### src/rtl/uart_pkg.sv
// Shared definitions for the oversampling UART receiver and its transmitter
// sibling: FSM state encoding, legal configuration ranges and the parity helper.
package uart_pkg;

  typedef enum logic [2:0] {
    IDLE   = 3'd0,
    START  = 3'd1,
    DATA   = 3'd2,
    PARITY = 3'd3,
    STOP   = 3'd4
  } rx_state_t;

  localparam int DATA_BITS_MIN  = 5;
  localparam int DATA_BITS_MAX  = 9;
  localparam int OVERSAMPLE_MIN = 8;
  localparam int OVERSAMPLE_MAX = 32;
  localparam int STOP_BITS_MIN  = 1;
  localparam int STOP_BITS_MAX  = 2;

  // XOR reduction over a zero-extended data word; zero padding does not
  // change the result, so any legal width can be passed in.
  function automatic logic uart_parity(input logic [DATA_BITS_MAX-1:0] word);
    return ^word;
  endfunction

endpackage

### src/rtl/uart_rx_os_if.sv
// Byte-stream handshake between the UART receiver (master) and its consumer
// (slave): word, valid/ready and per-word error flags plus the overrun pulse.
interface uart_rx_os_if #(
  parameter int DATA_BITS = 8
) ();
  logic [DATA_BITS-1:0] rx_data;
  logic                 rx_valid;
  logic                 rx_ready;
  logic                 frame_err;
  logic                 parity_err;
  logic                 overrun;

  modport master (
    output rx_data, rx_valid, frame_err, parity_err, overrun,
    input  rx_ready
  );

  modport slave (
    input  rx_data, rx_valid, frame_err, parity_err, overrun,
    output rx_ready
  );
endinterface

### src/rtl/uart_baud_tick.sv
// Oversample tick generator: free-running divisor counter that can be held
// at zero so the next count phase is set by an external event (start edge).
module uart_baud_tick #(
  parameter int CLK_DIV = 27
) (
  input  logic clk,
  input  logic reset,
  input  logic clear,
  output logic tick
);
  localparam int W = $clog2(CLK_DIV);
  localparam logic [W-1:0] LAST = W'(CLK_DIV - 1);

  logic [W-1:0] div_cnt;

  // Divisor counter: wraps at CLK_DIV-1, forced to 0 while clear is high.
  always_ff @(posedge clk or negedge reset) begin
    if (!reset) begin
      div_cnt <= '0;
    end else if (clear || div_cnt == LAST) begin
      div_cnt <= '0;
    end else begin
      div_cnt <= div_cnt + 1'b1;
    end
  end

  assign tick = !clear && (div_cnt == LAST);

endmodule

### src/rtl/uart_rx_os.sv
// Parametrised oversampling UART receiver with 2-flop input synchroniser,
// mid-bit sampling, false-start rejection, frame-error/overrun detection and
// a valid/ready output holding register.
// Optional parity: define UART_RX_PARITY_EN to expect a parity bit after the
// data bits; otherwise parity_err is tied to 0.
module uart_rx_os
  import uart_pkg::*;
#(
  parameter int DATA_BITS  = 8,
  parameter int CLK_DIV    = 27,
  parameter int OVERSAMPLE = 16,
  parameter int STOP_BITS  = 1,
  parameter int PARITY_ODD = 0
) (
  input  logic             clk,
  input  logic             reset,
  input  logic             rxd,
  output logic             busy,
  uart_rx_os_if.master     rx
);

  generate
    if (DATA_BITS < DATA_BITS_MIN || DATA_BITS > DATA_BITS_MAX ||
        OVERSAMPLE < OVERSAMPLE_MIN || OVERSAMPLE > OVERSAMPLE_MAX ||
        (OVERSAMPLE % 2) != 0 || CLK_DIV < 2 ||
        STOP_BITS < STOP_BITS_MIN || STOP_BITS > STOP_BITS_MAX ||
        PARITY_ODD < 0 || PARITY_ODD > 1) begin : g_bad_cfg
      $error("uart_rx_os: illegal parameter combination");
    end
  endgenerate

  localparam int OSW = $clog2(OVERSAMPLE);
  localparam logic [OSW-1:0] MID_CNT   = OSW'(OVERSAMPLE / 2 - 1);
  localparam logic [OSW-1:0] BIT_CNT   = OSW'(OVERSAMPLE - 1);
  localparam logic [3:0]     LAST_DATA = 4'(DATA_BITS - 1);
  localparam logic [3:0]     LAST_STOP = 4'(STOP_BITS - 1);

  rx_state_t            state, state_n;
  logic [1:0]           sync;
  logic                 rxd_s;
  logic                 tick;
  logic                 baud_clear;
  logic                 sample;
  logic                 done;
  logic                 load;
  logic [OSW-1:0]       os_cnt;
  logic [3:0]           bit_cnt;
  logic [DATA_BITS-1:0] shift;
  logic                 ferr_acc;
  logic                 perr_acc;

  // Two-flop synchroniser for the asynchronous line; idles high.
  always_ff @(posedge clk or negedge reset) begin
    if (!reset) begin
      sync <= 2'b11;
    end else begin
      sync <= {sync[0], rxd};
    end
  end

  assign rxd_s      = sync[1];
  assign baud_clear = (state == IDLE);

  uart_baud_tick #(.CLK_DIV(CLK_DIV)) u_baud (
    .clk   (clk),
    .reset (reset),
    .clear (baud_clear),
    .tick  (tick)
  );

  // State register.
  always_ff @(posedge clk or negedge reset) begin
    if (!reset) begin
      state <= IDLE;
    end else begin
      state <= state_n;
    end
  end

  // Next-state decode; sample marks a mid-bit sampling instant, done marks
  // the final stop-bit sample (frame completion).
  always_comb begin
    state_n = state;
    sample  = 1'b0;
    done    = 1'b0;
    case (state)
      IDLE: begin
        if (!rxd_s) state_n = START;
      end
      START: begin
        if (tick && os_cnt == MID_CNT) begin
          sample  = 1'b1;
          state_n = rxd_s ? IDLE : DATA;
        end
      end
      DATA: begin
        if (tick && os_cnt == BIT_CNT) begin
          sample = 1'b1;
          if (bit_cnt == LAST_DATA) begin
`ifdef UART_RX_PARITY_EN
            state_n = PARITY;
`else
            state_n = STOP;
`endif
          end
        end
      end
`ifdef UART_RX_PARITY_EN
      PARITY: begin
        if (tick && os_cnt == BIT_CNT) begin
          sample  = 1'b1;
          state_n = STOP;
        end
      end
`endif
      STOP: begin
        if (tick && os_cnt == BIT_CNT) begin
          sample = 1'b1;
          if (bit_cnt == LAST_STOP) begin
            done    = 1'b1;
            state_n = IDLE;
          end
        end
      end
      default: state_n = IDLE;
    endcase
  end

  // Tick-within-bit and bit-within-state counters; both restart at every
  // sampling instant that changes state so each field counts from zero.
  always_ff @(posedge clk or negedge reset) begin
    if (!reset) begin
      os_cnt  <= '0;
      bit_cnt <= '0;
    end else if (state == IDLE) begin
      os_cnt  <= '0;
      bit_cnt <= '0;
    end else if (sample) begin
      os_cnt  <= '0;
      bit_cnt <= (state_n == state) ? bit_cnt + 4'd1 : 4'd0;
    end else if (tick) begin
      os_cnt  <= os_cnt + 1'b1;
    end
  end

  // Data shift register, LSB arrives first so new bits enter at the top.
  always_ff @(posedge clk) begin
    if (sample && state == DATA) begin
      shift <= {rxd_s, shift[DATA_BITS-1:1]};
    end
  end

  // Stop-bit error accumulator, cleared between frames.
  always_ff @(posedge clk or negedge reset) begin
    if (!reset) begin
      ferr_acc <= 1'b0;
    end else if (state == IDLE) begin
      ferr_acc <= 1'b0;
    end else if (sample && state == STOP && !rxd_s) begin
      ferr_acc <= 1'b1;
    end
  end

`ifdef UART_RX_PARITY_EN
  // Parity check captured at the parity-bit sample.
  always_ff @(posedge clk or negedge reset) begin
    if (!reset) begin
      perr_acc <= 1'b0;
    end else if (sample && state == PARITY) begin
      perr_acc <= (uart_parity(DATA_BITS_MAX'(shift)) ^ rxd_s) != (PARITY_ODD != 0);
    end
  end
`else
  assign perr_acc = 1'b0;
`endif

  // A handshake in the completion cycle frees the holding register.
  assign load = done && (!rx.rx_valid || rx.rx_ready);

  // Output holding register with overrun detection.
  always_ff @(posedge clk or negedge reset) begin
    if (!reset) begin
      rx.rx_data    <= '0;
      rx.rx_valid   <= 1'b0;
      rx.frame_err  <= 1'b0;
      rx.parity_err <= 1'b0;
      rx.overrun    <= 1'b0;
    end else begin
      rx.overrun <= done && rx.rx_valid && !rx.rx_ready;
      if (load) begin
        rx.rx_data    <= shift;
        rx.frame_err  <= ferr_acc | ~rxd_s;
        rx.parity_err <= perr_acc;
        rx.rx_valid   <= 1'b1;
      end else if (rx.rx_valid && rx.rx_ready) begin
        rx.rx_valid   <= 1'b0;
      end
    end
  end

  assign busy = (state != IDLE);

endmodule

### src/flat_wrapper.sv
// flat-port wrapper written by rule: the top's interface ports become plain ports
module uart_rx_os_flat import uart_pkg::*;
#(
  parameter int DATA_BITS  = 8,
  parameter int CLK_DIV    = 27,
  parameter int OVERSAMPLE = 16,
  parameter int STOP_BITS  = 1,
  parameter int PARITY_ODD = 0
)
  (clk, reset, rxd, busy, rx_rx_data, rx_rx_valid, rx_frame_err, rx_parity_err, rx_overrun, rx_rx_ready);
  uart_rx_os_if #(.DATA_BITS(DATA_BITS)) rx_i ();
  input  logic clk;
  input  logic reset;
  input  logic rxd;
  output logic busy;
  output wire logic [$bits(rx_i.rx_data)-1:0] rx_rx_data;
  output wire logic [$bits(rx_i.rx_valid)-1:0] rx_rx_valid;
  output wire logic [$bits(rx_i.frame_err)-1:0] rx_frame_err;
  output wire logic [$bits(rx_i.parity_err)-1:0] rx_parity_err;
  output wire logic [$bits(rx_i.overrun)-1:0] rx_overrun;
  input wire logic [$bits(rx_i.rx_ready)-1:0] rx_rx_ready;
  assign rx_rx_data = rx_i.rx_data;
  assign rx_rx_valid = rx_i.rx_valid;
  assign rx_frame_err = rx_i.frame_err;
  assign rx_parity_err = rx_i.parity_err;
  assign rx_overrun = rx_i.overrun;
  assign rx_i.rx_ready = rx_rx_ready;
  uart_rx_os #(.DATA_BITS(DATA_BITS), .CLK_DIV(CLK_DIV), .OVERSAMPLE(OVERSAMPLE), .STOP_BITS(STOP_BITS), .PARITY_ODD(PARITY_ODD)) u_core (.clk(clk), .reset(reset), .rxd(rxd), .busy(busy), .rx(rx_i));
endmodule
### config.mk
export PLATFORM = sky130hd
export DESIGN_NAME = uart_rx_os_flat
export DESIGN_NICKNAME = d
export VERILOG_FILES = /design/src/rtl/uart_pkg.sv /design/src/rtl/uart_rx_os_if.sv /design/src/rtl/uart_baud_tick.sv /design/src/rtl/uart_rx_os.sv /design/src/flat_wrapper.sv
export SDC_FILE = /design/constraint.sdc
export NUM_CORES = 1
export LEC_CHECK = 0
export CAP_MARGIN = 40
export CORE_AREA = 2 2 61 63
export CTS_BUF_LIST = sky130_fd_sc_hd__clkbuf_16
export CTS_CLUSTER_DIAMETER = 30
export DETAILED_ROUTE_END_ITERATION = 8
export DIE_AREA = 0 0 63 65
export HOLD_SLACK_MARGIN = 0.05
export PLACE_DENSITY = 0.83
export SYNTH_ARGS = -nofsm -noshare
export SYNTH_HDL_FRONTEND = slang
export SYNTH_HIERARCHICAL = 1
export SYNTH_SLANG_ARGS = --single-unit
### constraint.sdc
create_clock -name clk -period 3.24 [get_ports clk]
set_clock_uncertainty 0.2 [all_clocks]
set_input_delay 0.972 -clock clk [delete_from_list [all_inputs] [get_ports clk]]
set_output_delay 0.972 -clock clk [all_outputs]
set_load 0.02 [all_outputs]
==> results.sh, run 1 <==
export IMPL_path_max_fanout=11
export IMPL_path_buf_inv=1
export IMPL_antenna_found_initial=0
export IMPL_maxCapViolCount=0
export IMPL_cts_resized=0
export IMPL_die_w_um=63
export IMPL_synthCells=150
export IMPL_cts_tree="yes"
export IMPL_finalSetupViolCount=0
export IMPL_synth_seq_cells=38
export IMPL_synth_top_area_share=0.386
export IMPL_place_ws_ns=0.423
export IMPL_power_density_mw_per_mm2=511
export IMPL_hold_class="reg2reg"
export IMPL_num_vias=1215
export IMPL_synth_avg_cell_area_um2=12.1
export IMPL_ctsRootBufferMaster="clkbuf_16"
export IMPL_slowest_stage="clkdlybuf4s50_1"
export IMPL_tightest_slew_ns=0.628
export IMPL_grt_usage=0.185
export IMPL_drive_above_1_share=0.189
export IMPL_clkTransAtPathRegs_ns=0.05
export IMPL_critPathTopFamily="buffers and inverters"
export IMPL_arrival_ns=1.75
export IMPL_clock_fmax_mhz=342
export IMPL_start_kind="flip-flop"
export IMPL_grt_max_degree=31
export IMPL_path_class="reg2out"
export IMPL_maxSlewViolCount=0
export IMPL_synth_cell_types=45
export IMPL_tns_ns=0
export IMPL_min_period_over_period=0.903
export IMPL_syn_num_nets=159
export IMPL_first_global_vias=1286
export IMPL_fin_area_mm2=0.00219
export IMPL_post_synth_top_area_cell="dfrtp_1"
export IMPL_synth_edf_count=8
export IMPL_start_util=0.519
export IMPL_htree_levels=2
export IMPL_portBuffers=15
export IMPL_worstSkewPairLatency_ns=0.27
export IMPL_syn_cell_area_mm2=0.00181
export IMPL_clockPowerShare=0.550
export IMPL_post_dp_cell_area_mm2=0.00200
export IMPL_synth_flop_cell="dfrtp_1"
export IMPL_power_w=0.00112
export IMPL_avgRoutedWirePerCell_um=15.0
export IMPL_cts_sinks=38
export IMPL_overflow=0
export IMPL_postCtsSetupBuffers=0
export IMPL_ys_seq_area_frac=0.548
export IMPL_via_per_inst=5.60
export IMPL_die_area_mm2=0.00410
export IMPL_setup_slack_ns=0.314
export IMPL_cp_depth=2
export IMPL_wl_um=3260
export IMPL_area_growth_syn_to_layout_pct=20.8
export IMPL_dp_hpwl_um=2310
export IMPL_hold_violations=0
export IMPL_ant_nets=0
export IMPL_cp_end_kind="output port"
export IMPL_final_min_clock_period_ns=2.93
export IMPL_worstPathCellList="or3_1 > clkdlybuf4s50_1"
export IMPL_p_int_w=0.000932
export IMPL_final_common_cell="dfrtp_1"
export IMPL_die_y_um=65
export IMPL_gp_congestion=0.783
export IMPL_synth_area_top_cells="dfrtp_1, edfxtp_1, mux2_4"
export IMPL_seqPwrFrac=0.439
export IMPL_slew_headroom=0.580
export IMPL_core_area_mm2=0.00350
export IMPL_power_switching_w=0.000187
export IMPL_rsz0062_at_grt="no"
export IMPL_rows=22
export IMPL_drt_initial_drc_count=57
export IMPL_r2r_cells=10
export IMPL_cts_hold_buf=0
export IMPL_first_pass_iters=4
export IMPL_comb_power_share=0.011
export IMPL_p_sw_frac=0.167
export IMPL_fin_util=0.627
export IMPL_nFillCells=279
export IMPL_synthArstFlopShare=0.789
export IMPL_slowest_delay_ns=0.56
export IMPL_drcViolationCount=0
export IMPL_final_cell_mix="dfrtp_1, clkdlybuf4s50_1, nand2_1, mux2_4, edfxtp_1"
export IMPL_hold_depth=0
export IMPL_cp_required_ns=2.07
export IMPL_nNetsFinal=177
export IMPL_max_vdd_ir_drop_uv=457
export IMPL_insertedDiodeCount=0
export IMPL_cts_buffers=5
export IMPL_ys_warn_count=6
export IMPL_ios=17
export IMPL_clock_path_buffers=2
export IMPL_status="finished, final reports clean"
export IMPL_grt_first_pass_wirelength_um=5750
export IMPL_leakage_nw=0.936
## power by group through the flow
stage	Combinational [W]	Sequential, W	Clock, W
2_1_floorplan	0.00000241	0.000499	0
3_3_place_gp	0.0000129	0.000499	0
3_5_place_dp	0.0000133	0.000499	0
4_1_cts	0.0000135	0.000491	0.000627
5_1_grt	0.0000152	0.000490	0.000655
6_report	0.0000128	0.000491	0.000615
## cell usage after synthesis, types with 2 or more instances
master,n
mux2i_1,2
a21oi_1,7
nand4b_1,2
o21ai_0,2
nor2b_1,3
nor2_1,7
nand4_1,3
nand2b_1,6
o21bai_1,2
or4_1,2
clkbuf_1,3
buf_2,2
o21a_1,2
nor4_2,2
or3_1,2
buf_6,2
o31ai_1,3
mux2_4,9
dfrtp_1,28
or3_4,2
nor3_1,4
nand3_1,3
nand2_1,9
xor2_1,2
and4_2,2
edfxtp_1,8
inv_1,6
ha_1,5
xnor2_1,2
a21o_1,2
dfstp_2,2
## sequential cells by signal (all words and copies together), names as in the netlist
signal and count:
u_core/rx.rx_data 8, u_core/u_baud/div_cnt 5, u_core/state 3, u_core/bit_cnt 4
u_core/os_cnt 4, u_core/rx.frame_err 1, u_core/shift 8, u_core/rx.overrun 1
u_core/rx.rx_valid 1, u_core/sync 2, u_core/ferr_acc 1
## layout make-up
cell class | count | area, um2 | share of cell area
sequential | 38 | 993 | 0.453
clock inverter | 3 | 63.8 | 0.0291
tap | 48 | 60.1 | 0.0274
timing repair buffer | 19 | 180 | 0.0822
clock buffer | 5 | 125 | 0.0571
multi-input combinational | 97 | 742 | 0.339
inverter | 7 | 26.3 | 0.0120
## per-stage QoR
step | hold slack [ns] | std cells
2_1_floorplan | 0.145 | 150
3_3_place_gp | 0.146 | 209
3_5_place_dp | 0.147 | 209
4_1_cts | 0.155 | 217
5_1_grt | 0.158 | 217
6_report | 0.155 | 217
## routing by layer
layer / global-route usage / share of wire / vias to the layer above
met5: 0 / 0 / -
met4: 0.0667 / 0.016 / 0
met3: 0.0486 / 0.041 / 6
met2: 0.342 / 0.53 / 36
met1: 0.203 / 0.41 / 600
li1: - / - / 573
## path summary, 6_finish.rpt
path	slack [ns]	from	end
setup / recovery	0.31	u_core/state[1]	busy
hold / removal	0.16	u_core/sync[0]	u_core/sync[1]
setup reg to reg	0.39	u_core/u_baud/div_cnt[0]	u_core/rx.rx_data[4]
hold reg to reg	0.16	u_core/sync[0]	u_core/sync[1]
max in group asynchronous	1.63	reset	u_core/sync[1]
min in group asynchronous	0.89	reset	u_core/rx.rx_data[7]
## logic make-up (layout without fill, tap and decap cells)
kind of cell | count (synthesis) | in the layout | share of synthesized area
AOI/OAI and AO/OA | 22 | 22 | 0.0773
xor gates and xnor gates | 4 | 4 | 0.0193
adders and majority gates | 5 | 5 | 0.0345
buffers and inverters | 15 | 34 | 0.0428
DFF | 38 | 38 | 0.548
muxes | 11 | 11 | 0.0856
other | 1 | 1 | 0.00207
and+or+nand+nor | 54 | 54 | 0.190
Note: power is estimated with default switching activity, not from simulation.
==> run 2: changes to the inputs <==
--- a/config.mk
+++ b/config.mk
@@ -5,7 +5,6 @@
 export SDC_FILE = /design/constraint.sdc
 export NUM_CORES = 1
 export LEC_CHECK = 0
-export CAP_MARGIN = 40
 export CORE_AREA = 2 2 61 63
 export CTS_BUF_LIST = sky130_fd_sc_hd__clkbuf_16
 export CTS_CLUSTER_DIAMETER = 30
==> results of run 2 <==
Same layout as run 1: the final DEF is identical, and so are final timing and power.
